<file path="src/rtl/regwb_arbiter.sv">
// regwb_arbiter
//   Shares one register-file write port between two writeback sources.
//   req0 is the in-order pipeline writeback, req1 is the long-latency unit
//   (divider / load return). Each source has its own DEPTH-entry FIFO. A
//   priority arbiter drains one entry per cycle into the registered write
//   port. FIFO0 normally wins. FIFO1 is forced to win when it is full, or when
//   its head has lost STARVE_LIMIT times in a row. A per-register pending
//   bitmap lets decode stall on writes that are still queued.
//
//   Optional feature: define REGWB_STATS_EN to add a req0 stall counter
//   (stall_cnt output, stats_clr input).
//
// Ports
//   clk                 clock, all state on rising edge
//   rst                 asynchronous active-low reset
//   req0_valid/ready    pipeline writeback handshake
//   req0_addr/data      destination register and write data
//   req1_valid/ready    long-latency writeback handshake
//   req1_addr/data      destination register and write data
//   we/waddr/wdata      registered register-file write port
//   pending             bit r set while any queued or outgoing write targets r
//   busy                any FIFO non-empty or we=1
//   stall_cnt           (REGWB_STATS_EN) cycles with req0_valid & !req0_ready
//   stats_clr           (REGWB_STATS_EN) synchronous clear of stall_cnt
//
// Handshake: a request transfers at a rising edge when valid & ready are both
// 1. ready = FIFO not full. It does not depend on valid. It is 0 during reset
// and during the first cycle after release. Address/data only need to be
// stable in the transfer cycle. Writes to register 0 are accepted, then
// dropped: they are never queued and never set pending.

module regwb_arbiter #(
  parameter int DEPTH        = 2,
  parameter int ADDR_W       = 5,
  parameter int DATA_W       = 32,
  parameter int STARVE_LIMIT = 3
) (
  input  logic                   clk,
  input  logic                   rst,
  input  logic                   req0_valid,
  output logic                   req0_ready,
  input  logic [ADDR_W-1:0]      req0_addr,
  input  logic [DATA_W-1:0]      req0_data,
  input  logic                   req1_valid,
  output logic                   req1_ready,
  input  logic [ADDR_W-1:0]      req1_addr,
  input  logic [DATA_W-1:0]      req1_data,
  output logic                   we,
  output logic [ADDR_W-1:0]      waddr,
  output logic [DATA_W-1:0]      wdata,
  output logic [(1<<ADDR_W)-1:0] pending,
`ifdef REGWB_STATS_EN
  input  logic                   stats_clr,
  output logic [31:0]            stall_cnt,
`endif
  output logic                   busy
);

  localparam int PW = (DEPTH > 1) ? $clog2(DEPTH) : 1;
  localparam int SW = (STARVE_LIMIT > 0) ? $clog2(STARVE_LIMIT + 1) : 1;
  localparam logic [SW-1:0] STARVE_MAX = SW'(STARVE_LIMIT);

  // Per-requester FIFO state. Index 0 = pipeline, index 1 = long-latency.
  // Each pointer carries an extra wrap bit, so equal pointers mean empty and
  // pointers differing only in the wrap bit mean full.
  logic [PW:0]        wr_ptr [2];
  logic [PW:0]        rd_ptr [2];
  logic [ADDR_W-1:0]  q_addr [2][DEPTH];
  logic [DATA_W-1:0]  q_data [2][DEPTH];
  logic [DEPTH-1:0]   q_vld  [2];
  logic [DEPTH-1:0]   vld_nxt[2];

  logic [ADDR_W-1:0]  in_addr  [2];
  logic [DATA_W-1:0]  in_data  [2];
  logic [ADDR_W-1:0]  head_addr[2];
  logic [DATA_W-1:0]  head_data[2];

  logic [1:0]         in_valid;
  logic [1:0]         full;
  logic [1:0]         empty;
  logic [1:0]         rdy;
  logic [1:0]         push;
  logic [1:0]         pop;
  logic               sel;

  // rdy_en holds ready low for the first cycle after reset release.
  logic               rdy_en;
  logic [SW-1:0]      starve_cnt;
  logic [SW-1:0]      starve_nxt;

  assign in_valid = {req1_valid, req0_valid};

  always_comb begin
    in_addr[0] = req0_addr;
    in_addr[1] = req1_addr;
    in_data[0] = req0_data;
    in_data[1] = req1_data;
  end

  // FIFO status, heads, push qualification
  always_comb begin
    for (int q = 0; q < 2; q++) begin
      empty[q]     = (wr_ptr[q] == rd_ptr[q]);
      full[q]      = (wr_ptr[q][PW] != rd_ptr[q][PW]) &&
                     (wr_ptr[q][PW-1:0] == rd_ptr[q][PW-1:0]);
      rdy[q]       = rdy_en & ~full[q];
      push[q]      = in_valid[q] & rdy[q] & (in_addr[q] != '0);
      head_addr[q] = q_addr[q][rd_ptr[q][PW-1:0]];
      head_data[q] = q_data[q][rd_ptr[q][PW-1:0]];
    end
  end

  assign req0_ready = rdy[0];
  assign req1_ready = rdy[1];

  // Arbitration. FIFO0 has priority. A full FIFO1, or a FIFO1 head that has
  // already lost STARVE_LIMIT times, takes the slot instead.
  always_comb begin
    pop = 2'b00;
    if (!empty[0] && !empty[1]) begin
      if ((starve_cnt == STARVE_MAX) || full[1]) pop[1] = 1'b1;
      else                                      pop[0] = 1'b1;
    end else if (!empty[0]) begin
      pop[0] = 1'b1;
    end else if (!empty[1]) begin
      pop[1] = 1'b1;
    end
    sel = pop[1];
  end

  // Starvation counter: counts consecutive losses of a waiting FIFO1 head.
  always_comb begin
    starve_nxt = starve_cnt;
    if (empty[1] || pop[1])          starve_nxt = '0;
    else if (starve_cnt != STARVE_MAX) starve_nxt = starve_cnt + SW'(1);
  end

  // Slot-valid bits mirror FIFO occupancy, so pending is a plain decode.
  // A pop never hits the slot being pushed: a push needs the FIFO not full,
  // and a pop needs it not empty.
  always_comb begin
    for (int q = 0; q < 2; q++) begin
      vld_nxt[q] = q_vld[q];
      if (pop[q])  vld_nxt[q][rd_ptr[q][PW-1:0]] = 1'b0;
      if (push[q]) vld_nxt[q][wr_ptr[q][PW-1:0]] = 1'b1;
    end
  end

  always_ff @(posedge clk or negedge rst) begin
    if (!rst) begin
      rdy_en     <= 1'b0;
      starve_cnt <= '0;
      we         <= 1'b0;
      waddr      <= '0;
      wdata      <= '0;
      for (int q = 0; q < 2; q++) begin
        wr_ptr[q] <= '0;
        rd_ptr[q] <= '0;
        q_vld[q]  <= '0;
      end
    end else begin
      rdy_en     <= 1'b1;
      starve_cnt <= starve_nxt;
      for (int q = 0; q < 2; q++) begin
        if (push[q]) wr_ptr[q] <= wr_ptr[q] + (PW+1)'(1);
        if (pop[q])  rd_ptr[q] <= rd_ptr[q] + (PW+1)'(1);
        q_vld[q] <= vld_nxt[q];
      end
      if (|pop) begin
        we    <= 1'b1;
        waddr <= head_addr[sel];
        wdata <= head_data[sel];
      end else begin
        // waddr/wdata keep their last value when idle.
        we <= 1'b0;
      end
    end
  end

  // Entry storage does not need a reset, because q_vld and the pointers
  // decide which entries are live.
  always_ff @(posedge clk) begin
    for (int q = 0; q < 2; q++) begin
      if (push[q]) begin
        q_addr[q][wr_ptr[q][PW-1:0]] <= in_addr[q];
        q_data[q][wr_ptr[q][PW-1:0]] <= in_data[q];
      end
    end
  end

  // pending: every live FIFO entry plus the write in the output register.
  always_comb begin
    pending = '0;
    for (int q = 0; q < 2; q++) begin
      for (int i = 0; i < DEPTH; i++) begin
        if (q_vld[q][i]) pending[q_addr[q][i]] = 1'b1;
      end
    end
    if (we) pending[waddr] = 1'b1;
  end

  assign busy = ~empty[0] | ~empty[1] | we;

`ifdef REGWB_STATS_EN
  // Counts cycles where the pipeline wants to write back but FIFO0 is full.
  // A clear wins over an increment in the same cycle.
  always_ff @(posedge clk or negedge rst) begin
    if (!rst)                           stall_cnt <= '0;
    else if (stats_clr)                 stall_cnt <= '0;
    else if (req0_valid && !req0_ready) stall_cnt <= stall_cnt + 32'd1;
  end
`endif

endmodule

</file>
<file path="config.mk">
export PLATFORM = sky130hd
export DESIGN_NAME = regwb_arbiter
export DESIGN_NICKNAME = d
export VERILOG_FILES = /design/src/rtl/regwb_arbiter.sv
export SDC_FILE = /design/constraint.sdc
export NUM_CORES = 1
export LEC_CHECK = 0
export ABC_AREA = 0
export BUFFER_PORTS_ARGS = -buffer_cell sky130_fd_sc_hd__buf_2
export CAP_MARGIN = 15
export CORE_MARGIN = 1
export CORE_UTILIZATION = 61
export DETAILED_ROUTE_END_ITERATION = 10
export PLACE_DENSITY = 0.81
export RECOVER_POWER = 50
export REMOVE_ABC_BUFFERS = 1
export SYNTH_ARGS = -nofsm -noshare
export SYNTH_HDL_FRONTEND = slang
export SYNTH_SLANG_ARGS = --single-unit
</file>
<file path="constraint.sdc">
create_clock -name clk -period 7.32 [get_ports clk]
set_clock_uncertainty 0.05 [all_clocks]
set_input_delay 1.464 -clock clk [delete_from_list [all_inputs] [get_ports clk]]
set_output_delay 1.464 -clock clk [all_outputs]
set_load 0.01 [all_outputs]
</file>
==> impl_metrics.yaml <==
sta:
  grt_setup_unrepaired: "false"
  slew_viol_final: 73
  finalSetupViolCount: 0
  worst_pin_slew_ps: 3050
  tns_ps: 0
  slew_headroom_pct: -103
  finalHoldViolations: 0
  period_share_pct: 68.7
  fmax_ghz: 0.199
  final.min_clock_period_ps: 5030
clocking:
  ctsHoldBuffers: 0
  post_cts.repair.setup_buffers: 0
  htree_levels: 1
  cts.sinks: 201
  numCtsBuffers: 20
  ctsResizeCount: 0
  cts_root_buf: "clkbuf_16"
  clk_path_buf_depth: 3
  path_clk_slew_ps: 60
  clk_latency_ps: 500
  cts_tree: "done"
critical_path:
  crit_slowest_cell: "nand2_2"
  critPathLaunch: "wr_ptr[2]"
  critPathMaxStageDelay_ps: 790
  cp_num_buf_inv: 2
  rrSetupSlack_ps: 4190
  path_cells: "xor2_2, buf_4, nor2_1, nand2_2, or2_2, buf_2"
  cp-start-kind: "flop"
  arrival_ps: 3520
  crit_type: "reg2out"
  crit_path_end_kind: "output port"
  r2r_start: "wr_ptr[2]"
  cp_data_required_time_ps: 5810
  worstPathMaxFanout: 39
  crit_family: "simple AND/OR/NAND/NOR gates"
worst_hold_path:
  hp-class: "reg2reg"
  min_from: "starve_cnt[0]"
power:
  p_leak_nw: 3.86
  powerDensity_nw_per_um2: 487
  vdd_drop_max_mv: 0.376
grt:
  grt.total_usage_pct: 32.6
  grt_pass1_vias: 7141
  grt_pass1_wl_um: 39600
  grt_max_degree: 54
  antenna_found_initial: 0
  overflow: 0
synth:
  ys_async_sr_fraction_pct: 26.4
  ys_types: 43
  yosys-top-cells-count: "edfxtp_1 (148), nand3_1 (63), dfrtp_1 (53)"
  ys_ff_latch: 201
  synth.most_common_cell: "edfxtp_1"
  ys_seq_area_share_pct: 61.7
  yosys_warnings: 0
  synth_area_leader_cell: "edfxtp_1"
  netlist_instances: 755
  synth_area_um2: 9360
  synth_area_leaders: "edfxtp_1 (47%), dfrtp_1 (14%), a2bb2oi_1 (3.5%)"
  ys.flop_type: "edfxtp_1"
  synth_top_cell_area_share_pct: 47.5
  synth_edf_count: 148
  synth_area_per_cell_um2: 12.4
cells_and_area:
  syn_to_final_growth_pct: 14.7
  num-nets-final: 956
  drive_gt1_share_pct: 15.5
  final_util_pct: 72.7
  antennaDiodeCount: 0
floorplan:
  die_h_um: 126
  die-area_um2: 15800
  dieWidth_um: 126
  initial_core_util_pct: 63.4
  coreArea_um2: 14800
  boundaryPins: 151
  row_count: 44
detailed_routing:
  drt_first_iter_violations: 810
  drc_errors: 0
  ant_nets: 0
  vias: 7290
  wirelength_um: 25700
  dr.pass1.iters: 5
  avgViaCountPerCell: 6.78
  wire_per_inst_um: 23.9
placed_design:
  gp_congestion: 0.944
  io_buffers: 150
  dp_hpwl_um: 17000
status:
  violations: "capacitance limit, slew limit"
  outcome: "finished with violations"
job:
  cap_violations: 2
## placed cells by master, fill, tap and decap left out, drive strengths merged, types with 4 or more instances in the layout
cell	Yosys	routed
nor2	42	42
nand3	63	63
nand2	37	37
mux2i	29	29
nor2b	28	28
nor3	9	9
clkinv	0	6
nand3b	23	23
o221ai	16	16
or3b	6	6
xor2	6	6
mux2	9	9
nor3b	20	20
o32ai	37	37
clkbuf	40	110
a22oi	32	32
and3	5	5
o21ai	45	45
o22ai	16	16
a2bb2oi	37	37
a21o	4	4
buf	23	82
edfxtp	148	148
inv	5	6
xnor2	4	4
dfrtp	53	53
## stage by stage
step           std cells  instance area, µm²  worst slack, ps  hold WS [ps]  total power [W]
2_1_floorplan        692                9060             1830           360          0.00331
3_3_place_gp        1037               10200             3000           372          0.00409
3_5_place_dp        1037               10200             2890           393          0.00421
4_1_cts             1073               10800             2350           404          0.00517
5_1_grt             1075               10700             2090           433          0.00548
6_report            1075               10700             2290           398          0.00522
## report_power, final
part | internal (W) | switching (W) | total, W
Combinational | 0.000939 | 0.00155 | 0.00249
Sequential | 0.00156 | 0.000235 | 0.00179
Clock | 0.000533 | 0.000416 | 0.000949
## state kept, by name (all words and copies together), names as in the netlist, 2 cells and up
register and cells:
q_data 128, q_vld 4, wr_ptr 4, waddr 5
wdata 32, starve_cnt 2, q_addr 20, rd_ptr 4
## final cells by class
class / count / area [µm²]
Sequential cell: 201 / 5770
Fill cell: 996 / 4030
Multi-Input combinational cell: 486 / 3310
Timing Repair Buffer: 163 / 785
Clock buffer: 29 / 554
Tap cell: 184 / 230
Clock inverter: 7 / 61.3
Inverter: 5 / 18.8
## metal layers
metal / global-route usage [%] / vias up / share of wire (%)
li1: - / 3190 / -
met1: 44.7 / 3595 / 41
met2: 55.2 / 461 / 49
met3: 4.72 / 44 / 8.0
met4: 8.86 / 0 / 2.0
met5: 0 / - / 0
## path summary, 6_finish.rpt
path                                  to  cells past startpoint
max in group asynchronous      rd_ptr[2]                      2
min                        starve_cnt[0]                      1
min reg2reg                starve_cnt[0]                      1
max reg2reg                    wdata[22]                      6
min in group asynchronous       wdata[0]                      2
max                                 busy                      6
## cell families after synthesis
family | Yosys count | synth area share [%]
AND/OR/NAND/NOR | 245 | 14.3
multiplexers | 38 | 4.19
buffers and inverters | 68 | 3.34
XOR/XNOR | 10 | 1.18
AO/OA/AOI/OAI | 191 | 15.2
other | 1 | 0.0401
flip-flops | 201 | 61.7
adder cells (fa/ha/maj) | 1 | 0.134
No activity file was read; power rests on OpenSTA's default activity.
